<file path="config.mk">
export PLATFORM = sky130hd
export DESIGN_NAME = ena_scheduler
export DESIGN_NICKNAME = d
export VERILOG_FILES = /design/src/rtl/ena_scheduler.sv
export SDC_FILE = /design/constraint.sdc
export NUM_CORES = 1
export LEC_CHECK = 0
export BUFFER_PORTS_ARGS = -buffer_cell sky130_fd_sc_hd__buf_2
export CORE_MARGIN = 2
export CORE_UTILIZATION = 60
export CTS_CLUSTER_DIAMETER = 200
export DETAILED_ROUTE_END_ITERATION = 6
export PLACE_DENSITY = 0.81
export SETUP_SLACK_MARGIN = 0.02
export SYNTH_ARGS = -nofsm -noshare
export SYNTH_HDL_FRONTEND = slang
export SYNTH_SLANG_ARGS = --single-unit
</file>
<file path="constraint.sdc">
create_clock -name clk -period 5.85 [get_ports clk]
set_input_delay 0.2925 -clock clk [delete_from_list [all_inputs] [get_ports clk]]
set_output_delay 0.2925 -clock clk [all_outputs]
set_load 0.01 [all_outputs]
</file>
<file path="src/rtl/ena_scheduler.sv">
// Gate-enable scheduler: picks at most one excited gate per cycle (round-robin,
// fixed priority or LFSR), forces long-waiting gates, tracks quiescence and fires.
module ena_scheduler #(
  parameter int N        = 8,
  parameter int MAX_WAIT = 15,
  parameter int QUIET    = 4
) (
  input  logic         clk,
  input  logic         reset,
  input  logic         run,
  input  logic [1:0]   mode,
  input  logic [N-1:0] excited,
  output logic [N-1:0] ena,
  output logic         starved,
  output logic         quiescent,
  output logic [15:0]  fire_count
);

  localparam int IW = $clog2(N);

  logic [IW-1:0] ptr;
  logic [7:0]    lfsr;
  logic [3:0]    wait_cnt [N];
  logic [3:0]    q_cnt;

  logic [IW-1:0] start_idx;
  logic [IW-1:0] cand;
  logic [IW-1:0] sel_idx;
  logic          sel_ok;
  logic [IW-1:0] st_idx;
  logic          st_ok;
  logic [IW-1:0] grant_idx;
  logic          grant_ok;
  logic [N-1:0]  grant_vec;
  logic [3:0]    q_next;
  logic          lfsr_fb;

  always_comb begin
    case (mode)
      2'd1:    start_idx = '0;
      2'd2:    start_idx = lfsr[IW-1:0];
      default: start_idx = ptr;
    endcase

    // Loops run downward so the lowest offset / lowest index is the last writer.
    sel_idx = '0;
    sel_ok  = 1'b0;
    cand    = '0;
    for (int k = N - 1; k >= 0; k--) begin
      cand = start_idx + IW'(k);
      if (excited[cand]) begin
        sel_idx = cand;
        sel_ok  = 1'b1;
      end
    end

    st_idx = '0;
    st_ok  = 1'b0;
    for (int i = N - 1; i >= 0; i--) begin
      if (excited[i] && (wait_cnt[i] >= 4'(MAX_WAIT))) begin
        st_idx = IW'(i);
        st_ok  = 1'b1;
      end
    end

    grant_ok  = run && (st_ok || sel_ok);
    grant_idx = st_ok ? st_idx : sel_idx;
    grant_vec = grant_ok ? (N'(1) << grant_idx) : '0;

    if (!run)
      q_next = q_cnt;
    else if (excited != '0)
      q_next = '0;
    else if (q_cnt == 4'hF)
      q_next = q_cnt;
    else
      q_next = q_cnt + 4'd1;

    lfsr_fb = lfsr[7] ^ lfsr[5] ^ lfsr[4] ^ lfsr[3];
  end

  always_ff @(posedge clk) begin
    if (reset) begin
      ena        <= '0;
      starved    <= 1'b0;
      quiescent  <= 1'b0;
      fire_count <= '0;
      ptr        <= '0;
      lfsr       <= 8'h01;
      q_cnt      <= '0;
      for (int i = 0; i < N; i++) wait_cnt[i] <= '0;
    end else begin
      if ((ena != '0) && (fire_count != 16'hFFFF))
        fire_count <= fire_count + 16'd1;

      ena       <= grant_vec;
      starved   <= grant_ok && st_ok;
      q_cnt     <= q_next;
      quiescent <= (q_next >= 4'(QUIET));

      if (run) begin
        lfsr <= {lfsr[6:0], lfsr_fb};
        if (grant_ok) ptr <= grant_idx + IW'(1);
        for (int i = 0; i < N; i++) begin
          if (!excited[i] || grant_vec[i])
            wait_cnt[i] <= '0;
          else if (wait_cnt[i] != 4'hF)
            wait_cnt[i] <= wait_cnt[i] + 4'd1;
        end
      end
    end
  end

endmodule
</file>
# --- After elaboration in Yosys (flattened, before gate mapping) ---
# Memories as Yosys holds them, arrays and structs flattened.
# Index checks and enable logic that the tools add are counted.
word_totals:
  register_bits: 41
  latchBits: 0
  ramBits: 32
  mem_bits_ro: 0
  input_bits: 13
  output_inout_bits: 26
  elab_cells: 250
  n_memories: 1
op_classes:
  n_addsub: 18
  mul: 0
  div_mod_pow: 0
  n_lt_le_gt_ge: 17
  eq_ne: 12
  shift: 1
  muxes: 144
  bitwise_logic: 19
  n_reduce_logical: 31
memory_table:
  columns: ["memory", "words", "word_bits", "rd", "rd_ports_with_merged_regs", "wr", "line_no", "source"]
  rows:
  - ["wait_cnt", 8, 4, 8, 0, 8, "23", "logic [3:0] wait_cnt [N];"]
ops:
  columns: ["cell", "count"]
  rows:
  - ["two-way mux 1 bit", 98]
  - ["two-way mux 4 bit", 19]
  - ["two-way mux 3 bit", 17]
  - ["adder 4 x 1 -> 4 bit, second input constant", 9]
  - ["greater-or-equal comparator 4 bit, second input constant", 8]
  - ["less-than comparator 3 x 4 -> 1 bit, second input constant", 8]
  - ["!= test 4 bit, second input constant", 8]
  - ["binary-select mux 1 bit (select 3 bit)", 8]
  - ["adder 16 x 1 -> 16 bit, second input constant", 1]
  - ["!= test 16 bit, second input constant", 1]
  - ["OR 1 bit", 16]
  - ["nonzero test 8 bit", 2]
  - ["adder 3 bit, second input constant", 4]
  - ["logical AND 1 bit", 11]
  - ["logical OR 1 bit", 9]
  - ["logical NOT 1 bit", 8]
  - ["two-way mux 8 bit", 1]
  - ["<< shifter 1 x 3 -> 8 bit, first input constant", 1]
  - ["adder 3 x 1 -> 3 bit, second input constant", 2]
  - ["adder 3 x 2 -> 3 bit, second input constant", 2]
  - ["case mux 3 bit (2 select lines)", 1]
  - ["== test 4 bit, second input constant", 1]
  - ["greater-or-equal comparator 4 x 3 -> 1 bit, second input constant", 1]
  - ["bitwise XOR 1 bit", 3]
  - ["other kinds (3)", 3]

# --- Logic depth before layout (Yosys ltp) ---
depth:
  word_depth: 23
  mapped_depth: 21

# --- Worst setup path after synthesis ---
# Ideal clock, no wire load.
synth_path:
  path_kind: "input to register"
  startpoint: "in mode[0]"
  endpoint: "mem wait_cnt[7][0] (netlist: wait_cnt[1][12]), enable pin"
  setup_time_ns: 0.262
  arrival_time_ns: 4.167
  required_ns: 5.588
  path_slack_ns: 1.420
  path_stages: 20
  n_path_buf: 4
  cell_sequence: "inv_1 ha_1 buf_4 nand3b_1 and2_1 buf_2 inv_2 buf_2 ha_1 clkbuf_1 mux4_2 o21bai_1 o41ai_1 nor3_1 or2_2 ha_1 ha_1 inv_1 nor2_1 o31a_1"
synth_rtl:
  columns: ["element", "line_no", "source"]
  rows:
  - ["start, declared", "11", "input logic [1:0] mode,"]
  - ["end, declared", "23", null]

==> reports/qor.csv <==
stage;metric;value;unit
route;DRT Wirelength;11460;µm
clocking;Clock Latency Late Sink;0.34;ns
setup_path;WP depth;18;
route;Detailed Routing Iterations Pass 1;5;
setup_path;most frequent cell on the critical path;ha_1;
yosys;Mean Syn Cell Area;9.200;µm²
hold_path;WHS Path Cells;3;
pwr;Power Dens Cells;348.6;mW/mm²
die;width of the chip;92.43;µm
pwr;LEAKAGE;2.030;nW
yosys;post-synth top area cell;edfxtp_1;
setup_path;Worst R2R Path Depth;15;
finish;commonest non-fill, non-tap cell in the layout;nor2_1;
route;initial drt markers;275;
global_route;largest net degree at the start of global routing;51;
route;Routed WL per cell;17.68;µm
setup_path;critical path's slowest cell;xnor2_1;
yosys;Syn. warnings;0;
clocking;Resized Gates After CTS;0;
finish;Finished Layout Cells;648;
global_route;vias in the first global route;3887;
clocking;TritonCTS buffer count;9;
die;Initial Utilization;0.6135;
global_route;first-pass GRT wire length;18880;µm
finish;most frequent cells in the layout;nor2_1, nand3_1, dfxtp_1, buf_2, nand2_1;
global_route;GRT Total Usage;0.2776;
clocking;Max clock buf depth;2;
yosys;most area-consuming cells after synthesis;edfxtp_1, dfxtp_1, ha_1;
timing;Final Skew;0.01055;ns
clocking;Root Buffer;clkbuf_8;
finish;share of layout cells above drive strength 1;0.1520;
setup_path;delay-heaviest family, CP;simple AND/OR/NAND/NOR gates;
clocking;cts-stage hold buffer count;0;
yosys;number of synthesized register bits;73;
setup_path;Req. time, crit path;5.93;ns
timing;Final Hold Violating Endpoints;0;
yosys;fraction of registers with async set/reset;0;
job;max_cap viols;0;
yosys;Post-Syn Nets;540;
setup_path;critical path class;primary input to flip-flop;
route;Via density;6.488;
die;die area;0.008543;mm²
yosys;Netlist Area Pre-Place;0.004692;mm²
timing;worst slew pin tran;0.8677;ns
finish;fin nets;571;
yosys;number of synthesized flops with an enable pin;32;
yosys;Cell variety after synth;72;
yosys;Cells after Synth;510;
yosys;Synth top area share;0.2048;
die;Core Box Area;0.007647;mm²
finish;antenna cells;0;
clocking;Clk pin slew, worst setup/hold paths;0.08;ns
finish;synthesis-to-layout area growth;9.200;%
timing;period utilisation layout;0.8248;
timing;final setup fails;0;
setup_path;CP Capture Type;flip-flop;
route;vias after detailed routing;4204;
timing;Pins Over Slew Limit;0;
setup_path;max incr delay on CP;0.61;ns
die;Die Height;92.43;µm
clocking;H-tree depth;3;
timing;Max Freq;0.2072;GHz
timing;RSZ-0062 raised after global routing;no;
global_route;initial antenna violation count;0;
placement;Final HPWL DP;8274;µm
route;Routed Antenna Nets;0;
clocking;CTS tree;built;
placement;PortBufs;38;
yosys;top_reg_cell synth;dfxtp_1;
global_route;grt ovf;0;
timing;setup_tns;0;ns
pwr;Max VDD drop;0.2325;mV
die;I/O Pins;39;
setup_path;Critical Path, Cell by Cell;buf_2 > inv_1 > ha_1 > and3b_1 > nor2_2 > inv_2 > ha_1 > xnor2_1 > mux4_2 > o21bai_1 > o41ai_1 > nor3_1 > or2_2 > ha_1 > ha_1 > inv_1 > nor2_1 > o31a_1;
placement;placed insts;632;
die;row count;32;
setup_path;CP Data Arrival Time;4.91;ns
placement;gpl congestion;0.9752;
route;DRC viols;0;
setup_path;crit path max fanout;14;
clocking;total clock sinks;73;
status;status;finished, final reports clean;
clocking;setup repair bufs after CTS;0;
yosys;sequential fraction of the synthesis area;0.3797;
timing;Worst slew margin;0.4204;
hold_path;Hold WC Path Type;primary input to flip-flop;
timing;Tmin final;4.825;ns
setup_path;Startpoint Class;primary input;
setup_path;Buf+Inv Stages, Crit Path;4;
==> per-layer routing <==
| layer | share of wire | vias up | wire length [µm] | GRT usage |
|---|---|---|---|---|
| li1 | - | 1988 | - | - |
| met1 | 0.43 | 1977 | 4938 | 0.3791 |
| met2 | 0.46 | 200 | 5262 | 0.4380 |
| met3 | 0.074 | 39 | 846 | 0.04312 |
| met4 | 0.036 | 0 | 408 | 0.1231 |
| met5 | 0 | - | 0 | 0 |
==> through the flow <==
stage               hold slack (ns)  total power [mW]    util  setup slack (ns)  instance area [µm²]
global placement             0.4733             1.378  0.6445            0.7953                 4928
global route                 0.3727             1.894  0.6700            0.7076                 5124
detailed placement           0.4880             1.383  0.6445            0.7581                 4928
CTS                          0.3617             1.777  0.6700             1.109                 5124
finish                       0.3832             1.786  0.6700             1.025                 5124
floorplan                    0.3722             1.216       -             1.420                 4692
==> flip-flops by register name, indices dropped and copies added (netlist names), named ones only <==
| name | cells |
|---|---|
| ena | 8 |
| wait_cnt | 32 |
| quiescent | 1 |
| lfsr | 8 |
| starved | 1 |
| ptr | 3 |
| q_cnt | 2 |
| fire_count | 16 |
==> kinds of logic after synthesis <==
kind of cell    count (synthesis)  synth area share
compound gates                119            0.1883
xor+xnor                       39           0.07280
fa+ha+maj                      17           0.04533
buf+inv                        38           0.03546
flops                          73            0.3797
mux                            17           0.04960
simple gates                  207            0.2288
==> worst register-to-register path: stages, from the launching register on <==
cell and delay [ns]:
dfxtp_1 0.40, and2_1 0.28, nor2_2 0.32, inv_2 0.15, ha_1 0.27, xnor2_1 0.61
mux4_2 0.51, o21bai_1 0.20, o41ai_1 0.30, nor3_1 0.16, or2_2 0.34, ha_1 0.23
ha_1 0.18, inv_1 0.10, nor2_1 0.06, o31a_1 0.31
==> cells in the mapped netlist, types with 4 or more instances <==
master / number
inv_1: 15
o21ai_0: 11
nor2_2: 4
o211ai_1: 4
nand3b_1: 4
xnor2_1: 17
nor2_1: 44
nor3_1: 13
o21ai_1: 5
buf_2: 5
dfxtp_1: 41
xor2_1: 22
ha_1: 17
mux2i_1: 12
and4_1: 4
a31oi_1: 7
or2_2: 5
or4_1: 4
a21boi_0: 5
nand2b_1: 5
nand4_1: 11
and2_1: 9
nand2_1: 37
edfxtp_1: 32
nand3_1: 41
a211oi_1: 16
clkbuf_1: 11
nor2b_1: 5
a21oi_1: 24
mux4_2: 5
nor4_1: 6
and3_1: 5
==> final timing paths <==
kind	startpoint	endpoint	slack (ns)
setup reg to reg	ptr[0]	wait_cnt[1][12]	1.17
hold reg to reg	flip-flop	flip-flop	0.50
setup / recovery	mode[0]	wait_cnt[1][12]	1.02
hold / removal	excited[4]	wait_cnt[1][2]	0.38
==> final cells by class <==
class / count / area, µm²
clock buffer: 10 / 127.6
multi-input combinational: 399 / 2744
clock inverter: 6 / 67.56
fill: 628 / 2524
timing repair buffer: 40 / 205.2
inverter: 18 / 70.07
tap: 102 / 127.6
sequential: 73 / 1782
==> power by group <==
part / leakage, nW / internal, mW / switching [mW]
sequential: 0.688 / 0.588 / 0.0449
clock: 0.0929 / 0.198 / 0.192
combinational: 1.25 / 0.271 / 0.492
Power figures use the tool's default switching activity.
